**src/rtl/pwm_cap_pkg.sv**
```systemverilog
// Shared constants for the multi-channel PWM duty capture block:
// parameter defaults and the ranges the design is built for.
package pwm_cap_pkg;

  localparam int NUM_CH_DEF   = 4;
  localparam int NUM_CH_MIN   = 1;
  localparam int NUM_CH_MAX   = 16;

  localparam int WIDTH_DEF    = 11;
  localparam int WIDTH_MIN    = 2;

  localparam int AVG_LOG2_DEF = 0;
  localparam int AVG_LOG2_MIN = 0;
  localparam int AVG_LOG2_MAX = 3;

  localparam int SYNC_EN_DEF  = 1;

endpackage

```
**src/rtl/pwm_cap_chan.sv**
```systemverilog
// One PWM capture channel: input synchronizer, high-cycle counter,
// multi-frame accumulator, toggle tracking and stuck-level flags.
module pwm_cap_chan
  import pwm_cap_pkg::*;
#(
  parameter int WIDTH    = WIDTH_DEF,
  parameter int AVG_LOG2 = AVG_LOG2_DEF,
  parameter int SYNC_EN  = SYNC_EN_DEF
) (
  input  logic             clk,
  input  logic             rst_n,
  input  logic             i_en,
  input  logic             i_fe,
  input  logic             i_avg_last,
  input  logic             i_pwm,
  output logic [WIDTH-1:0] o_duty,
  output logic             o_stuck_hi,
  output logic             o_stuck_lo
);

  localparam int AW = WIDTH + AVG_LOG2;

  logic             w_s;
  logic             w_toggle_now;
  logic             w_toggled_any;
  logic [AW-1:0]    w_sum;

  logic             r_s_prev;
  logic             r_toggled;
  logic [WIDTH-1:0] r_hi_cnt;
  logic [AW-1:0]    r_acc;
  logic [WIDTH-1:0] r_duty;
  logic             r_stuck_hi;
  logic             r_stuck_lo;

  if (SYNC_EN != 0) begin : g_sync
    logic [1:0] r_sync;
    always_ff @(posedge clk or negedge rst_n) begin
      if (!rst_n) begin
        r_sync <= '0;
      end else begin
        r_sync <= {r_sync[0], i_pwm};
      end
    end
    assign w_s = r_sync[1];
  end else begin : g_nosync
    assign w_s = i_pwm;
  end

  // A change seen in the frame-end cycle itself still belongs to the ending frame.
  assign w_toggle_now  = i_en & (w_s ^ r_s_prev);
  assign w_toggled_any = r_toggled | w_toggle_now;
  assign w_sum         = r_acc + AW'(r_hi_cnt);

  always_ff @(posedge clk or negedge rst_n) begin
    if (!rst_n) begin
      r_s_prev   <= 1'b0;
      r_toggled  <= 1'b0;
      r_hi_cnt   <= '0;
      r_acc      <= '0;
      r_duty     <= '0;
      r_stuck_hi <= 1'b0;
      r_stuck_lo <= 1'b0;
    end else begin
      r_s_prev <= w_s;
      if (i_fe) begin
        r_hi_cnt   <= '0;
        r_toggled  <= 1'b0;
        r_stuck_hi <= ~w_toggled_any & w_s;
        r_stuck_lo <= ~w_toggled_any & ~w_s;
        if (i_avg_last) begin
          r_acc  <= '0;
          r_duty <= WIDTH'(w_sum >> AVG_LOG2);
        end else begin
          r_acc  <= w_sum;
        end
      end else if (i_en) begin
        r_hi_cnt  <= r_hi_cnt + WIDTH'(w_s);
        r_toggled <= w_toggled_any;
      end
    end
  end

  assign o_duty     = r_duty;
  assign o_stuck_hi = r_stuck_hi;
  assign o_stuck_lo = r_stuck_lo;

endmodule

```
**src/rtl/pwm_capture_mc.sv**
```systemverilog
// Multi-channel PWM duty capture: shared frame timer and averaging
// sequencer driving NUM_CH independent capture channels.
module pwm_capture_mc
  import pwm_cap_pkg::*;
#(
  parameter int NUM_CH   = NUM_CH_DEF,
  parameter int WIDTH    = WIDTH_DEF,
  parameter int AVG_LOG2 = AVG_LOG2_DEF,
  parameter int SYNC_EN  = SYNC_EN_DEF
) (
  input  logic                          clk,
  input  logic                          rst_n,
  input  logic                          en,
  input  logic [NUM_CH-1:0]             pwm_in,
  output logic [NUM_CH-1:0][WIDTH-1:0]  duty_out,
  output logic                          vld,
  output logic [NUM_CH-1:0]             stuck_hi,
  output logic [NUM_CH-1:0]             stuck_lo
);

  if (NUM_CH < NUM_CH_MIN || NUM_CH > NUM_CH_MAX || WIDTH < WIDTH_MIN ||
      AVG_LOG2 < AVG_LOG2_MIN || AVG_LOG2 > AVG_LOG2_MAX) begin : g_param_err
    $error("pwm_capture_mc: parameter out of supported range");
  end

  logic [WIDTH-1:0] r_per_cnt;
  logic             r_vld;
  logic             w_fe;
  logic             w_avg_last;

  assign w_fe = en & (&r_per_cnt);

  always_ff @(posedge clk or negedge rst_n) begin
    if (!rst_n) begin
      r_per_cnt <= '0;
      r_vld     <= 1'b0;
    end else begin
      if (en) begin
        r_per_cnt <= r_per_cnt + WIDTH'(1);
      end
      r_vld <= w_fe & w_avg_last;
    end
  end

  // Without averaging every frame end publishes; otherwise the last of 2^AVG_LOG2 frames does.
  if (AVG_LOG2 > 0) begin : g_avg
    logic [AVG_LOG2-1:0] r_fcnt;
    always_ff @(posedge clk or negedge rst_n) begin
      if (!rst_n) begin
        r_fcnt <= '0;
      end else if (w_fe) begin
        r_fcnt <= r_fcnt + AVG_LOG2'(1);
      end
    end
    assign w_avg_last = &r_fcnt;
  end else begin : g_noavg
    assign w_avg_last = 1'b1;
  end

  for (genvar gi = 0; gi < NUM_CH; gi++) begin : g_chan
    pwm_cap_chan #(
      .WIDTH    (WIDTH),
      .AVG_LOG2 (AVG_LOG2),
      .SYNC_EN  (SYNC_EN)
    ) u_chan (
      .clk        (clk),
      .rst_n      (rst_n),
      .i_en       (en),
      .i_fe       (w_fe),
      .i_avg_last (w_avg_last),
      .i_pwm      (pwm_in[gi]),
      .o_duty     (duty_out[gi]),
      .o_stuck_hi (stuck_hi[gi]),
      .o_stuck_lo (stuck_lo[gi])
    );
  end

  assign vld = r_vld;

endmodule

```
**config.mk**
```make
export PLATFORM = sky130hd
export DESIGN_NAME = pwm_capture_mc
export DESIGN_NICKNAME = d
export VERILOG_FILES = /design/src/rtl/pwm_cap_pkg.sv /design/src/rtl/pwm_cap_chan.sv /design/src/rtl/pwm_capture_mc.sv
export SDC_FILE = /design/constraint.sdc
export NUM_CORES = 1
export LEC_CHECK = 0
export ABC_AREA = 1
export CAP_MARGIN = 15
export CORE_MARGIN = 2
export CORE_UTILIZATION = 40
export DETAILED_ROUTE_END_ITERATION = 10
export GPL_TIMING_DRIVEN = 0
export SLEW_MARGIN = 20
export SYNTH_ARGS = -nofsm -noshare
export SYNTH_HDL_FRONTEND = slang
export SYNTH_HIERARCHICAL = 1
export SYNTH_SLANG_ARGS = --single-unit
```
**constraint.sdc**
```tcl
create_clock -name clk -period 2 [get_ports clk]
set_input_delay 0.4 -clock clk [delete_from_list [all_inputs] [get_ports clk]]
set_output_delay 0.4 -clock clk [all_outputs]
set_load 0.02 [all_outputs]
```
==> Word-level counts from Yosys, hierarchy flattened <==
Cells that the tools add are included.
{ "word_totals": {"regBits": 124, "in_bits": 7, "output_inout_bits": 53, "elab_cells": 82} }
{ "op_classes": {"addsub": 5, "n_mux": 16, "bitwise_logic": 29, "n_reduce_logical": 2} }
{ "op_table": {"columns": ["operator", "n"], "rows": [
  ["11-bit 2-to-1 mux", 8],
  ["11-bit by 1-bit adder with 11-bit output", 4],
  ["1-bit bitwise AND", 13],
  ["11-bit by 1-bit adder with 11-bit output, second input constant", 1],
  ["11-bit AND reduction", 1],
  ["1-bit 2-to-1 mux", 8],
  ["1-bit NOT", 8],
  ["1-bit OR", 4],
  ["1-bit bitwise XOR", 4],
  ["2-bit nonzero test", 1]
]} }

==> Longest topological paths before layout <==
Gate-level depths: netlist of the first run.
{ "logic_depth": {"word_depth": 5, "ltp_mapped": 10, "mapped_depth_nobuf": 10} }

==> Cells and area by module <==
Netlist of the first run, hierarchy kept.
{ "modules_own_cells": {"columns": ["module", "instances", "cells_per_inst", "area_each_um2"], "rows": [
  ["pwm_cap_chan (g_chan[0].u_chan ...)", 3, 276, 2152.1],
  ["pwm_cap_chan (g_chan[1].u_chan)", 1, 271, 2117.0],
  ["pwm_capture_mc", 1, 65, 574.3]
]} }

==> Least setup slack after synthesis of the first run <==
OpenSTA, ideal clock, no wires.
{ "synth_timing": {"path_type": "reg-to-reg", "from": "register r_per_cnt[0]", "to": "register g_chan[1].u_chan.r_duty[3]", "setup_time_ps": 127, "t_arrival_ps": 1973, "t_required_ps": 1873, "setup_slack_ps": -101, "stages_incl_launch_ff": 10, "path_cell_list": "dfrtp_1 > ha_1 > nand3_1 > nor2_4 > nand3_1 > inv_1 > nand2_1 > clkbuf_1 > nand2_1 > o21ai_1"} }
{ "synth_via": {"elab_chain_len": 2} }
{ "synth_rtl": {"columns": ["element", "line", "source"], "rows": [
  ["start, declared", "pwm_capture_mc.sv:26", "logic [WIDTH-1:0] r_per_cnt;"],
  ["start signal, assigned", "pwm_capture_mc.sv:39", "r_per_cnt <= r_per_cnt + WIDTH'(1);"],
  ["11-bit AND reduction", "pwm_capture_mc.sv:31", "assign w_fe = en & (&r_per_cnt);"],
  ["1-bit bitwise AND", "pwm_capture_mc.sv:31", null],
  ["named net w_fe", "pwm_capture_mc.sv:28", "logic w_fe;"],
  ["end signal, assigned", "pwm_cap_chan.sv:73", "r_duty <= WIDTH'(w_sum >> AVG_LOG2);"],
  ["end, declared", "pwm_cap_chan.sv:32", "logic [WIDTH-1:0] r_duty;"]
]} }
The timed path passes the listed nets, and every way through them passes these cells.
A chain may end at the register's enable or synchronous reset.

==> Worst setup path after layout of the first run <==
{ "layout_timing": {"from": "register r_per_cnt[1]", "to": "register g_chan[3].u_chan.r_hi_cnt[1]"} }
{ "layout_via": {"elab_chain_len": 3, "word_cells_on_any_way": 4} }
{ "layout_rtl": {"columns": ["element", "line", "source"], "rows": [
  ["11-bit AND reduction *", "pwm_capture_mc.sv:31", null],
  ["1-bit bitwise AND *", "pwm_capture_mc.sv:31", null],
  ["named net w_fe", "pwm_capture_mc.sv:28", null],
  ["11-bit 2-to-1 mux / 2-bit nonzero test (equally long branches)", null, null],
  ["end signal, assigned", "pwm_cap_chan.sv:78", "r_hi_cnt <= r_hi_cnt + WIDTH'(w_s);"],
  ["end, declared", "pwm_cap_chan.sv:30", "logic [WIDTH-1:0] r_hi_cnt;"]
]} }
Mark *: on every way through the listed nets, which the timed path passes. The rest lies on a longest branch.

==> flow_metrics.py, run 1 <==
metrics = {
    "layout": {
        "drive_gt1_share_pct": 9.34,
        "nets": 1321,
        "fin_area_um2": 10900,
        "layout.cells.non_filler": 1559,
        "syn2layout_area_growth_pct": 19.4,
        "multi_input_area_um2": 4490,
        "antenna_cells": 0,
        "n_fill_cell": 2283,
        "final_util_pct": 48.4,
        "seq_area_um2": 4200,
    },
    "setup_path": {
        "cp-end-kind": "flop",
        "worstPathRequired_ps": 2320,
        "crit_type": "reg2reg",
        "rr_worst_depth": 11,
        "crit_path_start_kind": "flop",
        "arrival_ps": 2180,
        "path_max_fanout": 10,
    },
    "global_routing": {
        "grt_pass1_wl_mm": 35.0,
        "grt_pass1_vias": 7363,
        "grt.total_usage_pct": 17.7,
        "gr-total-overflow": 0,
        "grt_max_degree": 70,
        "antenna_found_initial": 0,
    },
    "placed_design": {
        "placed_area_um2": 10200,
        "portBuffers": 59,
        "place_congestion": 0.862,
        "dp_cells": 1517,
        "dp.final_hpwl_mm": 14.3,
    },
    "synth": {
        "ys_ff_latch": 168,
        "yosysTopAreaCell": "dfrtp_1",
        "yosysTopAreaCellShare_pct": 46.0,
        "syn-mean-instance-area_um2": 7.86,
        "syn_area_um2": 9150,
        "yosys_warnings": 6,
        "synth_seq_area_share_pct": 46.0,
        "synth.area.top_cells": "dfrtp_1, nand2_1, ha_1",
        "syn_inst": 1164,
        "synthDistinctLibCells": 28,
    },
    "die": {
        "ios": 60,
        "dieArea_um2": 24100,
        "die_w_um": 155,
        "core_area_um2": 22600,
        "die_h_um": 155,
        "start_util_pct": 40.5,
        "std_cell_rows": 55,
    },
    "run": {
        "maxCapViolCount": 0,
    },
    "pwr": {
        "power_w": 0.00868,
        "irDropWorstVdd_mv": 0.510,
        "power.leakage_nw": 5.86,
        "cellPowerDensity_nw_per_um2": 795,
    },
    "sta": {
        "period_share_pct": 93.2,
        "fin_worst_skew_ps": 10.9,
        "final-setup-viol-count": 0,
        "rsz0062_at_grt": "false",
        "post-route-min-period_ps": 1860,
        "hold_viol": 0,
        "fmax_ghz": 0.536,
        "maxSlewViolCount": 0,
    },
    "clock_network": {
        "clock_path_buffers": 2,
        "numCtsBuffers": 17,
        "worstSkewPairLatency_ps": 420,
        "cts-root-buf": "clkbuf_16",
        "cts_tree": "built",
        "clk_pin_slew_worst_paths_ps": 70,
        "htree_levels": 4,
        "cts_sinks": 168,
    },
    "drt": {
        "wire_per_inst_um": 12.7,
        "drtPass1Iterations": 5,
        "ant_nets": 0,
        "via_count": 7510,
        "wirelength_mm": 19.8,
        "dr.first_iter.drc_count": 335,
        "drc": 0,
        "avgViaCountPerCell": 4.82,
    },
    "min_path": {
        "hold_class": "reg2reg",
        "min_path_cells": 0,
    },
    "status": {
        "status": "completed",
    },
}
## cells in the final DEF (no fill, tap or decap), types with 16 or more instances in the layout
master,netlist,layout
o21ai_0,44,42
nand3_1,113,111
ha_1,49,49
nand2_1,412,408
inv_1,110,105
clkbuf_16,0,17
clkdlybuf4s50_1,0,57
a21oi_1,43,43
dfrtp_1,168,168
o21ai_1,27,29
nand3b_1,16,16
nor2_1,75,75
## cell families after synthesis
kind of cell	synth area share (%)
multiplexers	0.123
XOR/XNOR	2.30
buffers and inverters	5.58
AND/OR/NAND/NOR	31.9
AO/OA/AOI/OAI	6.52
other	0.0410
adder cells (fa/ha/maj)	7.58
flip-flops	46.0
## repair_timing
| action | in CTS | in global routing |
|---|---|---|
| resized for setup | 15 | 23 |
| hold endpoints to repair | 42 | 0 |
| hold buffers | 1 | 0 |
| pin swaps | 0 | 1 |
| gates cloned | 1 | 0 |
| endpoints found under the setup margin | 140 | 117 |
| buffers inserted | 6 | 3 |
## final timing paths
check / from / endpoint / slack, ps
max: r_per_cnt[1] / g_chan[3].u_chan/r_hi_cnt[1] / 140
min: g_chan[0].u_chan/g_sync.r_sync[0] / g_chan[0].u_chan/g_sync.r_sync[1] / 350
max reg2reg: r_per_cnt[1] / g_chan[3].u_chan/r_hi_cnt[1] / 140
min reg2reg: g_chan[0].u_chan/g_sync.r_sync[0] / g_chan[0].u_chan/g_sync.r_sync[1] / 350
max in group asynchronous: rst_n / g_chan[0].u_chan/r_hi_cnt[9] / 600
min in group asynchronous: rst_n / g_chan[2].u_chan/o_duty[8] / 450
## registers in the layout (all words and copies together) (netlist names)
name	count
g_chan.u_chan/g_sync.r_sync	8
g_chan.u_chan/r_acc	44
g_chan.u_chan/r_toggled	4
vld	1
g_chan.u_chan/o_stuck_lo	4
r_per_cnt	11
g_chan.u_chan/r_hi_cnt	44
g_chan.u_chan/r_s_prev	4
g_chan.u_chan/o_stuck_hi	4
g_chan.u_chan/o_duty	44
## power breakdown
| group | total, W | internal (W) | switching [W] | leakage, nW |
|---|---|---|---|---|
| sequential | 0.00401 | 0.00365 | 0.000357 | 2.16 |
| clock | 0.00329 | 0.00177 | 0.00152 | 0.283 |
| combinational | 0.00137 | 0.000515 | 0.000855 | 3.42 |
## worst max-delay path, stage by stage, from the launching register on
cell	delay (ps)
dfrtp_1	370
ha_1	180
nand3_2	110
nor2_4	150
nand3_2	150
clkinvlp_4	120
buf_4	170
buf_4	150
inv_4	50
buf_4	170
nand3_1	70
nand2_1	60
## metrics by stage
| step | TNS, ps | setup slack, ps | hold WS (ps) |
|---|---|---|---|
| 2_1_floorplan | -270 | -24.8 | 104 |
| 3_3_place_gp | -1359640 | -6610 | 333 |
| 3_5_place_dp | -108870 | -988 | 307 |
| 4_1_cts | -62.9 | -22.4 | 354 |
| 5_1_grt | 0 | 1.03 | 357 |
| 6_report | 0 | 136 | 351 |
## synthesized netlist by cell type
library cell  count
nand2_1         412
dfrtp_1         168
nand3_1         113
inv_1           110
nor2_1           75
ha_1             49
o21ai_0          44
a21oi_1          43
o21ai_1          27
nand3b_1         16
xor2_1           15
nand4_1          14
nor2_4           12
inv_2            10
nor2_2           10
xnor2_1           9
nand2_2           7
buf_2             6
clkbuf_1          5
fa_1              4
a21oi_2           3
nand2_4           3
nor3_1            3
nand3_2           2
buf_6             1
conb_1            1
mux2_2            1
or2_2             1
## cell type report
cell class	instances	area share [%]
multi-input cells	871	41.1
flip-flops and latches	168	38.5
repair buffers	71	6.65
inverters	120	4.21
clock buffers	17	3.90
well taps	285	3.27
clock inverters	15	1.43
plain buffers	11	0.871
repair inverters	1	0.0688
## layer usage
metal  wire length [µm]  global-route usage [%]  vias up
met4                184                    3.98        0
met1              10100                    25.1     3461
li1                   -                       -     3932
met2               9100                    28.7      100
met3                437                    2.84       17
met5                  0                       0        -
No activity file was read; power rests on OpenSTA's default activity.
==> run 2, diff against run 1 <==
Settings changed: SYNTH_HIERARCHICAL 1 to unset.
==> flow_metrics.py, run 2 <==
metrics = {
    "status": {
        "status": "completed",
    },
    "layout": {
        "layout.cells.non_filler": 919,
        "syn2layout_area_growth_pct": 27.3,
        "n_fill_cell": 1279,
        "multi_input_area_um2": 1920,
        "final_cell_mix": "nand2_1, dfrtp_1, nor2_1, inv_1, clkdlybuf4s50_1",
        "antenna_cells": 0,
        "seq_area_um2": 3100,
        "layout_commonest_cell": "nand2_1",
        "drive_gt1_share_pct": 8.08,
        "nets": 746,
    },
    "setup_path": {
        "worstPathRequired_ps": 1600,
        "path_max_fanout": 2,
        "crit_type": "reg2out",
        "cpLargestDelayFamily": "buffers and inverters",
        "crit_path_start_kind": "flop",
        "r2r-end": "g_chan[0].u_chan.o_duty[3]",
        "r2r_slack_ps": 170,
        "slowest_stage": "clkdlybuf4s50_1",
        "rr_worst_depth": 8,
        "path_buf_inv": 2,
        "cp_cell_sequence": "buf_4 -> clkdlybuf4s50_1",
        "max_stage_delay_ps": 590,
        "reg2reg_from": "r_per_cnt[0]",
        "arrival_ps": 1480,
        "cp-end-kind": "primary output",
    },
    "sta": {
        "maxSlewViolCount": 0,
        "final-setup-viol-count": 0,
        "fin_worst_skew_ps": 6.00,
        "worstMarginPinSlew_ps": 691,
        "post-route-min-period_ps": 1880,
        "slew_headroom_pct": 53.9,
        "fmax_ghz": 0.533,
        "timing.hold.ws_ps": 1.03,
        "hold_viol": 0,
        "period_share_pct": 93.8,
        "rsz0062_at_grt": "false",
        "worst_slack_ps": 125,
    },
    "drt": {
        "drc": 0,
        "dr.first_iter.drc_count": 295,
        "drtPass1Iterations": 4,
        "wire_per_inst_um": 13.8,
        "ant_nets": 0,
        "avgViaCountPerCell": 4.70,
        "via_count": 4321,
        "wirelength_mm": 12.7,
    },
    "die": {
        "core_area_um2": 13300,
        "die_w_um": 121,
        "die_h_um": 121,
        "start_util_pct": 41.1,
        "dieArea_um2": 14600,
        "std_cell_rows": 42,
        "ios": 60,
    },
    "pwr": {
        "pwr-share-comb_pct": 16.3,
        "p_switching_w": 0.00229,
        "p_int_w": 0.00563,
        "irDropWorstVdd_mv": 0.522,
        "swShare_pct": 28.9,
        "clockPowerShare_pct": 42.5,
        "power.leakage_nw": 3.67,
        "cellPowerDensity_nw_per_um2": 1140,
        "seqPwrFrac_pct": 41.3,
    },
    "synth": {
        "ys.flop_type": "dfrtp_1",
        "synth_commonest_cells": "nand2_1, dfrtp_1, nor2_1",
        "ys_ff_latch": 124,
        "yosysTopAreaCellShare_pct": 56.8,
        "synth_seq_area_share_pct": 56.8,
        "syn_area_um2": 5460,
        "synthDistinctLibCells": 25,
        "syn_inst": 651,
        "yosysMostFrequentCell": "nand2_1",
        "syn_nets": 667,
        "yosys_warnings": 0,
        "synthArstFlopShare_pct": 100,
        "synth.area.top_cells": "dfrtp_1, nand2_1, nor2_1",
        "synth_edf_count": 0,
        "syn-mean-instance-area_um2": 8.39,
        "yosysTopAreaCell": "dfrtp_1",
    },
    "run": {
        "maxCapViolCount": 0,
    },
    "clock_network": {
        "numCtsBuffers": 17,
        "htree_levels": 4,
        "clock_path_buffers": 2,
        "cts-root-buf": "clkbuf_16",
        "cts_setup_buffers": 0,
        "worstSkewPairLatency_ps": 420,
        "cts_hold_buf": 0,
        "clk_pin_slew_worst_paths_ps": 60,
        "cts_sinks": 124,
        "cts_tree": "built",
    },
    "min_path": {
        "hold_class": "in2async",
    },
    "global_routing": {
        "grt_pass1_vias": 4217,
        "gr-total-overflow": 0,
        "grt_pass1_wl_mm": 21.2,
        "grt.total_usage_pct": 19.1,
        "antenna_found_initial": 0,
        "grt_max_degree": 74,
    },
    "placed_design": {
        "place_congestion": 0.827,
        "dp.final_hpwl_mm": 8.66,
        "place_ws_ps": -273,
        "dp_cells": 887,
        "portBuffers": 59,
    },
}
[run 2: changes by cell type after synthesis, moves of 27 or more]
cell and delta:
nand2_1 -203, inv_1 -41, ha_1 -40, nand3_1 -72, dfrtp_1 -44, o21ai_0 -27, a21oi_1 -37
[run 2: cell families (layout without fill, tap and decap cells)]
kind of cell	after synthesis	in the layout	synth area share (%)
compound gates	58	58	5.55
xor+xnor	9	9	1.44
fa+ha+maj	9	9	2.06
buf+inv	98	190	7.95
flops	124	124	56.8
simple gates	353	353	26.2
[run 2: area by class of cell]
class                           instances  share of cell area (%)
Sequential cell                       124                    44.6
Multi-Input combinational cell        429                    27.7
Timing Repair Buffer                   60                    8.91
Clock buffer                           21                    6.62
Inverter                               71                    3.83
Tap cell                              176                    3.17
Clock inverter                         11                    2.74
Buffer                                 27                    2.43
[run 2: how the worst max path moves through the flow]
stage,start,end,slack (ps),depth (start not counted)
after detailed placement,en,g_chan[2].u_chan.o_stuck_hi,-270,6
after floorplan,r_per_cnt[0],g_chan[0].u_chan.o_duty[10],490,8
after CTS,r_per_cnt[0],g_chan[2].u_chan.o_stuck_hi,80,6
after global routing,r_per_cnt[0],g_chan[0].u_chan.o_duty[10],40,8
after global placement,rst_n,g_chan[1].u_chan.o_duty[7],-4380,1
final,g_chan[2].u_chan.o_stuck_hi,stuck_hi[2],120,2
[run 2: layer usage]
| metal | GRT usage [%] | wire length [µm] | vias up |
|---|---|---|---|
| met5 | 0 | 0 | - |
| met4 | 7.41 | 208 | 0 |
| met3 | 4.76 | 476 | 15 |
| met2 | 30.5 | 6060 | 74 |
| met1 | 24.9 | 5950 | 2066 |
| li1 | - | - | 2166 |
[run 2: what timing repair did]
item	4_1_cts	5_1_grt
hold endpoints to repair	0	0
endpoints found under the setup margin	0	9
resized for setup	0	2
[run 2: per-stage QoR]
| step | area (µm²) | total power [W] | util [%] | TNS (ps) |
|---|---|---|---|---|
| after CTS | 6950 | 0.00799 | 52.3 | 0 |
| after detailed placement | 6300 | 0.00458 | 47.4 | -19970 |
| final | 6950 | 0.00792 | 52.3 | 0 |
| after floorplan | 5460 | 0.00419 | - | 0 |
| after global routing | 6950 | 0.00840 | 52.3 | 0 |
| after global placement | 6270 | 0.00451 | 47.2 | -558490 |
[run 2: worst reg2reg max path: stages (launching register included)]
cell and delay, ps:
dfrtp_1 390, ha_1 180, nand3_1 150, nor2_4 210, nand3_2 200, buf_6 210
buf_2 200, nand2_1 90, o21ai_1 60
[run 2: power groups by stage]
stage	clock, W	combinational (W)	sequential (W)
6_report	0.00336	0.00129	0.00327
5_1_grt	0.00355	0.00152	0.00333
4_1_cts	0.00342	0.00130	0.00327
3_5_place_dp	0	0.00128	0.00330
3_3_place_gp	0	0.00123	0.00328
2_1_floorplan	0	0.000983	0.00321
==> run 3, diff against run 2 <==
Settings changed: CORE_UTILIZATION 40 to 45, CTS_CLUSTER_DIAMETER set to 120, PLACE_DENSITY set to 0.69.
==> flow_metrics.py, run 3 (synthesized netlist as in run 2, its figures left out) <==
metrics = {
    "status": {
        "status": "completed",
    },
    "setup_path": {
        "cp-end-kind": "primary output",
        "arrival_ps": 1460,
        "rr_worst_depth": 8,
        "crit_type": "reg2out",
        "crit_path_start_kind": "flop",
        "reg2reg_from": "r_per_cnt[0]",
        "path_max_fanout": 2,
        "r2r-end": "g_chan[0].u_chan.o_stuck_hi",
        "r2r_slack_ps": 210,
        "worstPathRequired_ps": 1600,
    },
    "drt": {
        "drtPass1Iterations": 4,
        "dr.first_iter.drc_count": 271,
        "ant_nets": 0,
        "avgViaCountPerCell": 4.95,
        "wirelength_mm": 12.4,
        "wire_per_inst_um": 13.9,
        "drc": 0,
        "via_count": 4412,
    },
    "clock_network": {
        "numCtsBuffers": 17,
        "clk_pin_slew_worst_paths_ps": 60,
        "cts_sinks": 124,
        "clock_path_buffers": 2,
        "cts_tree": "built",
        "htree_levels": 4,
        "worstSkewPairLatency_ps": 420,
        "cts-root-buf": "clkbuf_16",
        "cts_setup_buffers": 0,
    },
    "pwr": {
        "swShare_pct": 30.5,
        "pwr-share-comb_pct": 16.7,
        "p_int_w": 0.00535,
        "clockPowerShare_pct": 40.7,
        "cellPowerDensity_nw_per_um2": 1120,
        "p_switching_w": 0.00234,
        "seqPwrFrac_pct": 42.6,
        "irDropWorstVdd_mv": 0.553,
        "power.leakage_nw": 3.65,
    },
    "sta": {
        "period_share_pct": 93.2,
        "slew_headroom_pct": 57.8,
        "final-setup-viol-count": 0,
        "post-route-min-period_ps": 1860,
        "fmax_ghz": 0.536,
        "worstMarginPinSlew_ps": 632,
        "fin_worst_skew_ps": 9.63,
        "rsz0062_at_grt": "false",
        "maxSlewViolCount": 0,
        "hold_viol": 0,
        "worst_slack_ps": 136,
    },
    "layout": {
        "multi_input_area_um2": 1920,
        "seq_area_um2": 3100,
        "final_cell_mix": "nand2_1, dfrtp_1, nor2_1, inv_1, clkdlybuf4s50_1",
        "antenna_cells": 0,
        "syn2layout_area_growth_pct": 26.1,
        "n_fill_cell": 1073,
        "drive_gt1_share_pct": 8.33,
        "fin_area_um2": 6880,
        "nets": 747,
        "layout_commonest_cell": "nand2_1",
    },
    "placed_design": {
        "dp.final_hpwl_mm": 8.50,
        "place_ws_ps": -235,
        "place_congestion": 0.816,
        "portBuffers": 59,
        "placed_area_um2": 6260,
    },
    "run": {
        "maxCapViolCount": 0,
    },
    "global_routing": {
        "use_met3_pct": 5.66,
        "grtUsageMet1_pct": 26.3,
        "gr-total-overflow": 0,
        "grt_pass1_wl_mm": 20.6,
        "grt.total_usage_pct": 20.4,
        "antenna_found_initial": 0,
        "grt_pass1_vias": 4309,
        "grt_max_degree": 66,
        "top_usage_layer": "met2",
        "gr-usage-met2_pct": 33.5,
    },
    "die": {
        "core_area_um2": 11900,
        "die_h_um": 114,
        "start_util_pct": 45.8,
        "ios": 60,
        "die_w_um": 114,
        "dieArea_um2": 13000,
        "std_cell_rows": 40,
    },
    "min_path": {
        "min_path_cells": 0,
        "hold_start": "g_chan[1].u_chan.g_sync.r_sync[0]",
        "hold-path-endpoint": "g_chan[1].u_chan.g_sync.r_sync[1]",
        "hold_class": "reg2reg",
    },
}
## run 3: changes by cell type in the layout (fill, tap and decap cells not counted), sizes merged
| cell | delta |
|---|---|
| dlygate4sd3 | +1 |
| clkbuf | -3 |
| clkinvlp | +2 |
| bufinv | -2 |
| clkinv | +3 |
## run 3: what timing repair did
item	4_1_cts	5_1_grt
hold buffers	1	0
endpoints found under the hold margin	59	0
gates resized for setup	0	2
endpoints found under the setup margin	0	1
## run 3: layer usage
metal / part of all wire [%] / wire [µm]
met1: 46 / 5700
met2: 48 / 5900
met3: 4.7 / 586
met4: 1.5 / 187
met5: 0 / 0
## run 3: how the worst max path moves through the flow
stage,start,end,slack [ps],cells past startpoint
after detailed placement,en,g_chan[2].u_chan.o_duty[2],-230,8
after global routing,r_per_cnt[0],g_chan[0].u_chan.o_stuck_hi,80,6
after CTS,g_chan[2].u_chan.o_stuck_lo,stuck_lo[2],120,2
final,g_chan[2].u_chan.o_stuck_lo,stuck_lo[2],140,2
after global placement,rst_n,g_chan[1].u_chan.o_duty[7],-4210,1
after floorplan,r_per_cnt[0],g_chan[0].u_chan.o_duty[10],490,8
## run 3: final cells by class
type	instances	area share [%]
plain buffers	27	2.45
clock buffers	18	6.38
clock inverters	14	2.49
inverters	71	3.87
multi-input cells	429	27.9
flip-flops and latches	124	45.1
well taps	147	2.67
repair buffers	61	9.14
## run 3: worst max-delay path, cell delays in order, from the launching register on
cell and delay (ps):
dfrtp_1 350, buf_4 110, clkdlybuf4s50_1 590
## run 3: metrics by stage
stage / power (W) / instances / hold WS [ps] / setup TNS, ps / utilization [%]
global route: 0.00813 / 891 / 357 / 0 / 57.8
global placement: 0.00449 / 857 / 332 / -534630 / 52.3
finish: 0.00769 / 891 / 347 / 0 / 57.8
floorplan: 0.00419 / 651 / 104 / 0 / -
CTS: 0.00774 / 891 / 348 / 0 / 57.8
detailed placement: 0.00458 / 858 / 335 / -17590 / 52.6
## run 3: power by group through the flow
stage	Combinational (W)	Sequential (W)	Clock (W)
2_1_floorplan	0.000983	0.00321	0
3_3_place_gp	0.00121	0.00328	0
3_5_place_dp	0.00128	0.00331	0
4_1_cts	0.00129	0.00327	0.00318
5_1_grt	0.00151	0.00333	0.00330
6_report	0.00129	0.00328	0.00313
